`src/rtl/spi_cmd_pkg.sv`:
```
// Purpose: shared constants, field widths, FSM state encoding and command layout for the SPI command loader.
// Latency: none (declarations only).
// Backpressure: none.
`timescale 1ns/1ps
package spi_cmd_pkg;

  // Default frame header bytes
  localparam logic [7:0] HDR_CMD_DEF  = 8'hA5;
  localparam logic [7:0] HDR_TIME_DEF = 8'h5A;

  // Payload lengths in bytes, excluding header and checksum
  localparam int CMD_LEN  = 43;
  localparam int TIME_LEN = 8;
  localparam int CMD_BITS = CMD_LEN * 8;

  // Index of the last payload byte for each frame type
  localparam logic [5:0] CMD_LAST  = 6'(CMD_LEN - 1);
  localparam logic [5:0] TIME_LAST = 6'(TIME_LEN - 1);

  // Field widths
  localparam int FREQ_W = 48;
  localparam int RATE_W = 32;
  localparam int TIME_W = 64;
  localparam int N_W    = 16;
  localparam int TYPE_W = 2;
  localparam int INTV_W = 32;
  localparam int ERR_W  = 8;

  typedef enum logic [2:0] {
    IDLE,
    HDR,
    PAYLOAD,
    CHK,
    WAIT_CS,
    DISCARD,
    COMMIT,
    ERROR
  } state_t;

  // Command payload as it arrives on the wire: first byte lands in the MSBs
  typedef struct packed {
    logic [FREQ_W-1:0] freq;
    logic [FREQ_W-1:0] freq_step;
    logic [RATE_W-1:0] freq_rate;
    logic [TIME_W-1:0] time_start;
    logic [N_W-1:0]    n_impulse;
    logic [7:0]        type_byte;
    logic [INTV_W-1:0] ti;
    logic [INTV_W-1:0] tp;
    logic [INTV_W-1:0] tblank1;
    logic [INTV_W-1:0] tblank2;
  } cmd_t;

  // Saturating increment for the rejected-frame counter
  function automatic logic [ERR_W-1:0] sat_inc(input logic [ERR_W-1:0] v);
    return (v == {ERR_W{1'b1}}) ? v : v + 1'b1;
  endfunction

endpackage

```
`src/rtl/spi_sync_edge.sv`:
```
// Purpose: multi-stage synchroniser for an asynchronous pin, with rise/fall strobes on the synchronised level.
// Latency: a pin edge shows up as a one-cycle strobe STAGES clock edges later.
// Backpressure: none; strobes are single-cycle and must be consumed when asserted.
`timescale 1ns/1ps
module spi_sync_edge #(
  parameter int STAGES = 2
) (
  input  logic clk,
  input  logic rst,
  input  logic din,
  output logic rise,
  output logic fall
);

  logic [STAGES-1:0] sync;
  logic              lvl_d;

  // Shift the pin through the synchroniser and keep the previous synchronised level.
  // Resetting to 0 means a reset taken while CS_N is low produces no false falling edge.
  always_ff @(posedge clk or posedge rst) begin
    if (rst) begin
      sync  <= '0;
      lvl_d <= 1'b0;
    end else begin
      sync  <= {sync[STAGES-2:0], din};
      lvl_d <= sync[STAGES-1];
    end
  end

  assign rise = sync[STAGES-1] & ~lvl_d;
  assign fall = ~sync[STAGES-1] & lvl_d;

endmodule

```
`src/rtl/spi_cmd_loader.sv`:
```
// Purpose: receives SPI mode-0 command/time frames, checks header, length and XOR checksum, then loads outputs.
// Latency: SPI_WR and fields update SYNC_STAGES+2 CLK edges after the CS_N pin rises.
// Backpressure: none; the SPI master cannot be stalled, bad frames are counted and dropped.
`timescale 1ns/1ps
module spi_cmd_loader
  import spi_cmd_pkg::*;
#(
  parameter int         SYNC_STAGES = 2,
  parameter logic [7:0] HDR_CMD     = HDR_CMD_DEF,
  parameter logic [7:0] HDR_TIME    = HDR_TIME_DEF
) (
  input  logic              CLK,
  input  logic              RESET,
  input  logic              SCK,
  input  logic              CS_N,
  input  logic              MOSI,
  input  logic              SYS_TIME_UPDATE_OK,
  output logic [FREQ_W-1:0] FREQ,
  output logic [FREQ_W-1:0] FREQ_STEP,
  output logic [RATE_W-1:0] FREQ_RATE,
  output logic [TIME_W-1:0] TIME_START,
  output logic [N_W-1:0]    N_impulse,
  output logic [TYPE_W-1:0] TYPE_impulse,
  output logic [INTV_W-1:0] Interval_Ti,
  output logic [INTV_W-1:0] Interval_Tp,
  output logic [INTV_W-1:0] Tblank1,
  output logic [INTV_W-1:0] Tblank2,
  output logic              SPI_WR,
  output logic [TIME_W-1:0] TIME_INIT,
  output logic              SYS_TIME_UPDATE,
  output logic              FRAME_ERR,
  output logic [ERR_W-1:0]  ERR_CNT
);

  state_t state, state_nx;

  logic                   sck_rise, sck_fall;
  logic                   cs_rise, cs_fall;
  logic [SYNC_STAGES-1:0] mosi_sync;
  logic                   mosi_s;

  logic [2:0]             bit_cnt;
  logic [5:0]             byte_cnt;
  logic [6:0]             sh;
  logic [7:0]             xor_acc;
  logic                   len_err;
  logic                   is_time;
  logic [CMD_BITS-1:0]    stage;

  logic                   in_byte;
  logic                   samp;
  logic                   byte_done;
  logic [7:0]             new_byte;
  logic                   hdr_ok;
  logic                   last_payload;
  logic                   frame_ok;
  cmd_t                   cmd_w;
  logic                   unused_bits;

  spi_sync_edge #(.STAGES(SYNC_STAGES)) u_sck_sync (
    .clk  (CLK),
    .rst  (RESET),
    .din  (SCK),
    .rise (sck_rise),
    .fall (sck_fall)
  );

  spi_sync_edge #(.STAGES(SYNC_STAGES)) u_cs_sync (
    .clk  (CLK),
    .rst  (RESET),
    .din  (CS_N),
    .rise (cs_rise),
    .fall (cs_fall)
  );

  // MOSI gets the same depth as SCK so data and its sampling edge stay aligned
  always_ff @(posedge CLK or posedge RESET) begin
    if (RESET) begin
      mosi_sync <= '0;
    end else begin
      mosi_sync <= {mosi_sync[SYNC_STAGES-2:0], MOSI};
    end
  end

  assign mosi_s       = mosi_sync[SYNC_STAGES-1];
  assign in_byte      = (state == HDR) || (state == PAYLOAD) || (state == CHK);
  assign samp         = sck_rise && in_byte;
  assign byte_done    = samp && (bit_cnt == 3'd7);
  assign new_byte     = {sh, mosi_s};
  assign hdr_ok       = (new_byte == HDR_CMD) || (new_byte == HDR_TIME);
  assign last_payload = (byte_cnt == (is_time ? TIME_LAST : CMD_LAST));
  // XOR over header, payload and checksum byte is zero for an intact frame
  assign frame_ok     = (xor_acc == 8'h00) && !len_err;
  assign cmd_w        = stage;
  // TYPE byte bits [7:2] and SCK falling edges carry no information here
  assign unused_bits  = ^{cmd_w.type_byte[7:2], sck_fall};

  // State register
  always_ff @(posedge CLK or posedge RESET) begin
    if (RESET) begin
      state <= IDLE;
    end else begin
      state <= state_nx;
    end
  end

  // Next-state logic: any CS_N rise outside WAIT_CS is a malformed frame
  always_comb begin
    state_nx = state;
    case (state)
      IDLE: begin
        if (cs_fall) state_nx = HDR;
      end
      HDR: begin
        if (cs_rise)        state_nx = ERROR;
        else if (byte_done) state_nx = hdr_ok ? PAYLOAD : DISCARD;
      end
      PAYLOAD: begin
        if (cs_rise)                        state_nx = ERROR;
        else if (byte_done && last_payload) state_nx = CHK;
      end
      CHK: begin
        if (cs_rise)        state_nx = ERROR;
        else if (byte_done) state_nx = WAIT_CS;
      end
      WAIT_CS: begin
        if (cs_rise) state_nx = frame_ok ? COMMIT : ERROR;
      end
      DISCARD: begin
        if (cs_rise) state_nx = ERROR;
      end
      COMMIT:  state_nx = IDLE;
      ERROR:   state_nx = IDLE;
      default: state_nx = IDLE;
    endcase
  end

  // Bit/byte counting, checksum accumulation and payload staging
  always_ff @(posedge CLK or posedge RESET) begin
    if (RESET) begin
      bit_cnt  <= 3'd0;
      byte_cnt <= 6'd0;
      sh       <= 7'd0;
      xor_acc  <= 8'd0;
      len_err  <= 1'b0;
      is_time  <= 1'b0;
      stage    <= '0;
    end else begin
      if ((state == IDLE) && cs_fall) begin
        bit_cnt  <= 3'd0;
        byte_cnt <= 6'd0;
        xor_acc  <= 8'd0;
        len_err  <= 1'b0;
        is_time  <= 1'b0;
      end
      if (samp) begin
        sh      <= new_byte[6:0];
        bit_cnt <= bit_cnt + 3'd1;
      end
      if (byte_done) begin
        xor_acc <= xor_acc ^ new_byte;
        if (state == HDR) begin
          is_time <= (new_byte == HDR_TIME);
        end
        if (state == PAYLOAD) begin
          stage    <= {stage[CMD_BITS-9:0], new_byte};
          byte_cnt <= byte_cnt + 6'd1;
        end
      end
      // Clock edges after the checksum byte mean the frame is too long
      if (sck_rise && (state == WAIT_CS)) begin
        len_err <= 1'b1;
      end
    end
  end

  // Output registers: written only on commit or reject, strobes default low
  always_ff @(posedge CLK or posedge RESET) begin
    if (RESET) begin
      FREQ            <= '0;
      FREQ_STEP       <= '0;
      FREQ_RATE       <= '0;
      TIME_START      <= '0;
      N_impulse       <= '0;
      TYPE_impulse    <= '0;
      Interval_Ti     <= '0;
      Interval_Tp     <= '0;
      Tblank1         <= '0;
      Tblank2         <= '0;
      SPI_WR          <= 1'b0;
      TIME_INIT       <= '0;
      SYS_TIME_UPDATE <= 1'b0;
      FRAME_ERR       <= 1'b0;
      ERR_CNT         <= '0;
    end else begin
      SPI_WR    <= 1'b0;
      FRAME_ERR <= 1'b0;
      if ((state == COMMIT) && !is_time) begin
        FREQ         <= cmd_w.freq;
        FREQ_STEP    <= cmd_w.freq_step;
        FREQ_RATE    <= cmd_w.freq_rate;
        TIME_START   <= cmd_w.time_start;
        N_impulse    <= cmd_w.n_impulse;
        TYPE_impulse <= cmd_w.type_byte[TYPE_W-1:0];
        Interval_Ti  <= cmd_w.ti;
        Interval_Tp  <= cmd_w.tp;
        Tblank1      <= cmd_w.tblank1;
        Tblank2      <= cmd_w.tblank2;
        SPI_WR       <= 1'b1;
      end
      // A time commit outranks a simultaneous acknowledge
      if ((state == COMMIT) && is_time) begin
        TIME_INIT       <= stage[TIME_W-1:0];
        SYS_TIME_UPDATE <= 1'b1;
      end else if (SYS_TIME_UPDATE_OK) begin
        SYS_TIME_UPDATE <= 1'b0;
      end
      if (state == ERROR) begin
        FRAME_ERR <= 1'b1;
        ERR_CNT   <= sat_inc(ERR_CNT);
      end
    end
  end

endmodule

```
`config.mk`:
```
export PLATFORM = sky130hd
export DESIGN_NAME = spi_cmd_loader
export DESIGN_NICKNAME = d
export VERILOG_FILES = /design/src/rtl/spi_cmd_pkg.sv /design/src/rtl/spi_sync_edge.sv /design/src/rtl/spi_cmd_loader.sv
export SDC_FILE = /design/constraint.sdc
export NUM_CORES = 1
export LEC_CHECK = 0
export ABC_AREA = 0
export ABC_CLOCK_PERIOD_IN_PS = 36100
export BUFFER_PORTS_ARGS = -buffer_cell sky130_fd_sc_hd__buf_4
export CORE_MARGIN = 1.5
export CORE_UTILIZATION = 49
export CTS_CLUSTER_SIZE = 20
export DETAILED_ROUTE_END_ITERATION = 8
export GPL_TIMING_DRIVEN = 0
export PLACE_DENSITY_LB_ADDON = 0.1
export SYNTH_ARGS = -nofsm -noshare
export SYNTH_HDL_FRONTEND = slang
export SYNTH_SLANG_ARGS = --single-unit
```
`constraint.sdc`:
```
create_clock -name CLK -period 36.1 [get_ports CLK]
set_clock_uncertainty 0.2 [all_clocks]
set_input_delay 7.22 -clock CLK [delete_from_list [all_inputs] [get_ports CLK]]
set_output_delay 7.22 -clock CLK [all_outputs]
set_load 0.03 [all_outputs]
```
* After elaboration in Yosys (flattened, before gate mapping)
Index checks and enable logic that the tools add are counted.
** Word-level totals
- Output and inout bits :: 413
- Input port bits :: 6
- Register bits :: 794
- Word-level logic and storage cells :: 109
** Operators by class
- Reduce and logical (&&, ||, !) cells :: 23
- Mux-type cells :: 29
- Eq/ne operators :: 18
- Add/sub/neg operators :: 3
- Bitwise operators :: 8
** Operators by type and width (count)
- 3-bit 2-to-1 mux :: 12
- 6-bit 2-to-1 mux :: 4
- 3-bit one-hot mux with 7 select lines :: 1
- 8-bit == test (second input constant) :: 2
- 8-bit 2-to-1 mux :: 2
- 3-bit == test (second input constant) :: 5
- 1-bit 2-to-1 mux :: 10
- 8-bit by 1-bit adder with 8-bit output (second input constant) :: 1
- 8-bit by 7-bit == test with 1-bit output (second input constant) :: 1
- 1-bit logical AND :: 8
- 8-bit zero test :: 1
- 2-bit nonzero test :: 4
- 8-bit bitwise XOR :: 1
- 6-bit by 1-bit adder with 6-bit output (second input constant) :: 1
- 3-bit by 2-bit == test with 1-bit output (second input constant) :: 2
- 6-bit == test :: 1
- 2-bit != test (second input constant) :: 3
- 3-bit != test (second input constant) :: 2
- 6-bit AND reduction :: 1
- 1-bit inverter :: 4
- 2-bit AND reduction :: 2
- 3-bit by 1-bit adder with 3-bit output (second input constant) :: 1
- 1-bit AND :: 3
- 3-bit by 1-bit == test with 1-bit output (second input constant) :: 1
- other kinds (5) :: 8

* Depth between registers and ports, before layout
- Depth in word-level cells :: 9
- Mapped depth :: 10

* Cells and area by module
Synthesis repeated with hierarchy kept, for this count alone.
** Unflattened totals
- Cells, all modules :: 2518
- Area, all modules :: 29906.2 µm²
** By module, submodules not included
- spi_cmd_loader :: cells an instance 2506, area each 29718.5 µm², times used 1
- spi_sync_edge :: cells an instance 6, area each 93.8 µm², times used 2

* Least setup slack after synthesis
No wires, ideal clock.
- Kind :: flip-flop to output port
- Start point :: register ERR_CNT[6]
- End point :: output ERR_CNT[6]
- Slack :: 28143 ps
- Required time :: 28680 ps
- Buffers on the path :: 0
- Stages on the path, launching flop included :: 1
- Arrival :: 537 ps
- Path through :: dfrtp_1
** RTL lines
- start: declaration :: line spi_cmd_loader.sv:32 : output logic [ERR_W-1:0] ERR_CNT
- start signal: assignment :: line spi_cmd_loader.sv:220 : ERR_CNT <= sat_inc(ERR_CNT);
No word-level cell between the ends.

==> metrics <==
Seq. cell area approximately 0.02 sq mm; # fillers a little under 5,000; Final Max Tran Viols 0; Mapped Cells about 2,500; Post-CTS Hold Buffers 0; largest net degree at the start of global routing approximately 130; slew margin rel. 0.405; Via density 5.06; drt wl/cell 18.0 um; Crit path largest cell delay 0.57 ns; Multi-input gate area 0.00937 sq mm; Post-Syn Area around 0.030 sq mm; CTS sink count just under 800; startpoint types input pin; critical path class input pin to asynchronous set/reset pin; FP Rows 90; first-pass GRT wire length 112,000 um; Residual DRC 0; CTS tree yes; clock buffer count from CTS 83; pwr dens slightly above 50 mW/mm^2; Max-Cap Viols 0; final net count around 3,000; slowest CP cell inv_8; critical path fanouts, max 131; chip width around 250 um; placed instance count 3,715; cell with the most instances after synthesis nand2_1; syn_area_per_cell approximately 12 sq um; Synth area leader dfrtp_1; crit path DAT ~9.5 ns; H-tree depth 3; vias 19,564; final core occ 0.612; initial antenna violation count 0; Crit. End Element asynchronous set/reset pin; Max VDD drop just under 40 uV; Post-Synth Adder-Cell Area 0.00168; root buffer cell clkbuf_16; total grt overflow 0; Fmax about 110 MHz; final WL roughly 70,000 um; Slew @ Worst Pin between 0.8 and 0.9 ns; Antenna Violating Nets Remaining 0; Synth area leaders dfrtp_1 67%, mux2_2 16%, nand2_1 13%; chip height ~250 um; top-area cell type share of the netlist area 0.666; yosys warns 0; post-synthesis register bit count 794; GPL Wtd Cong slightly above 0.8; Setup violations, final 0; Post-synth ARST share 1.00; first drt pass iteration count 7; clock tree buffer depth 3; Clk Latency, worst-skew pair 0.62 ns; Netlist cell types between 40 and 50; Hold Violations, Final 0; dpl hpwl 49,200 um; starting density of the core 0.495; share of layout cells above drive strength 1 0.342; P&R area growth vs syn 23.7%; core footprint roughly 0.06 sq mm; final setup TNS 0 ns; post-CTS setup repair buffer count 0; DR iter-0 viols roughly 1,300; CP top delay family buffers and inverters; final std cells w/o fill 3,863; post-cts repair resize count 0; required time worst endpoint ~37 ns; vias in the first global route between 20,000 and 25,000; Buffers & Inverters on Critical Path 5; IO buf count between 400 and 500; outcome finished, final reports clean; clock-pin slew on the worst setup and hold paths ~0.050 ns; total track usage 0.226; Die ar. ~0.062 sq mm; LEAKAGE roughly 21 nW; Seq/Total Area, Yosys 0.666; Post-synth EDFFs 0; Period Utilization, post-route 0.251; largest family of logic cells by synthesized area multiplexers; ant diodes 0; Post-synth top flop dfrtp_1; # IOs between 400 and 500; Compound-Gate Fraction of Synth Area 0.0101; mux cell area share after synthesis 0.156; CP Cell Sequence buf_4, inv_8, buf_16, buf_16, buf_16; RSZ-0062 raised after global routing false; cell mode on critical path buf_16; Hold Path Class flip-flop to flip-flop; Synth Net Count ~2,500; most frequent cells after synthesis 1,054 x nand2_1, 794 x dfrtp_1, 412 x mux2_2, 75 x buf_2, 47 x clkbuf_1; minimum clock period 9.05 ns; xor/xnor share of the synthesized area 0.00235; simple logic cell fraction of the synthesized area 0.144
[per-stage QoR]
step | cell area (sq um) | power [mW] | hold slack [ns] | worst slack (ns)
6_report | 36900 | 1.89 | 0.159 | 27.05
5_1_grt | 36900 | 1.95 | 0.181 | 26.65
3_5_place_dp | 34100 | 1.05 | 0.146 | 26.25
2_1_floorplan | 29800 | 1.02 | 0.131 | 6.38
3_3_place_gp | 33900 | 1.05 | 0.138 | -0.943
4_1_cts | 36900 | 1.91 | 0.169 | 26.89
[registers in the layout, indices dropped and copies added, names as in the netlist, 32 cells and up]
register	cells
FREQ	48
FREQ_RATE	32
FREQ_STEP	48
Interval_Ti	32
Interval_Tp	32
TIME_INIT	64
TIME_START	64
Tblank1	32
Tblank2	32
cmd_w	344
[cells by family (layout without fill, tap and decap cells)]
kind of cell             after synthesis  after routing
AND/OR/NAND/NOR                     1112           1112
flip-flops                           794            794
multiplexers                         412            412
buffers and inverters                133            705
AO/OA/AOI/OAI                         46             46
XOR/XNOR                               8              8
adder cells (fa/ha/maj)                4              4
[cells in the final DEF (no fill, tap or decap), types with 6 or more instances in the layout]
cell,n
nand2_1,1054
dfrtp_1,794
buf_4,418
mux2_2,412
clkbuf_16,86
buf_2,75
clkbuf_1,60
o21ai_0,24
clkbuf_8,22
nor2_1,19
clkinv_2,14
nand3_1,7
buf_1,6
buf_16,6
[report_power, final]
group	switching (mW)	total (mW)	internal (mW)	leakage [nW]
Combinational	0.0760	0.125	0.0486	8.13
Sequential	0.0117	0.912	0.901	11.1
Clock	0.348	0.851	0.503	1.36
Total	0.436	1.89	1.45	20.6
[routing by layer]
| layer | global-route usage | share of wire |
|---|---|---|
| met1 | 0.304 | 0.44 |
| met2 | 0.360 | 0.47 |
| met3 | 0.0602 | 0.065 |
| met4 | 0.0721 | 0.025 |
| met5 | 0 | 0 |
[final cells by class]
cell class                 count  area share
buffer                       128      0.0156
clock buffer                 121      0.0679
clock inverter                27     0.00719
inverter                       5    0.000712
multi-input combinational   1582       0.254
sequential                   794       0.539
tap                          782      0.0265
timing repair buffer         424      0.0895
[worst paths after layout]
kind / start / end / slack (ns) / cells past startpoint
worst min-delay path: mosi_sync[0] / mosi_sync[1] / 0.16 / 0
worst max register to register: bit_cnt[0] / cmd_w[263] / 33.17 / 9
max in group CLK: ERR_CNT[6] / ERR_CNT[6] / 27.45 / 1
worst min register to register: mosi_sync[0] / mosi_sync[1] / 0.16 / 0
worst max-delay path: RESET / FREQ[13] / 27.05 / 5
min in group asynchronous: RESET / TIME_START[16] / 6.58 / 2
No activity file was read; power rests on OpenSTA's default activity.
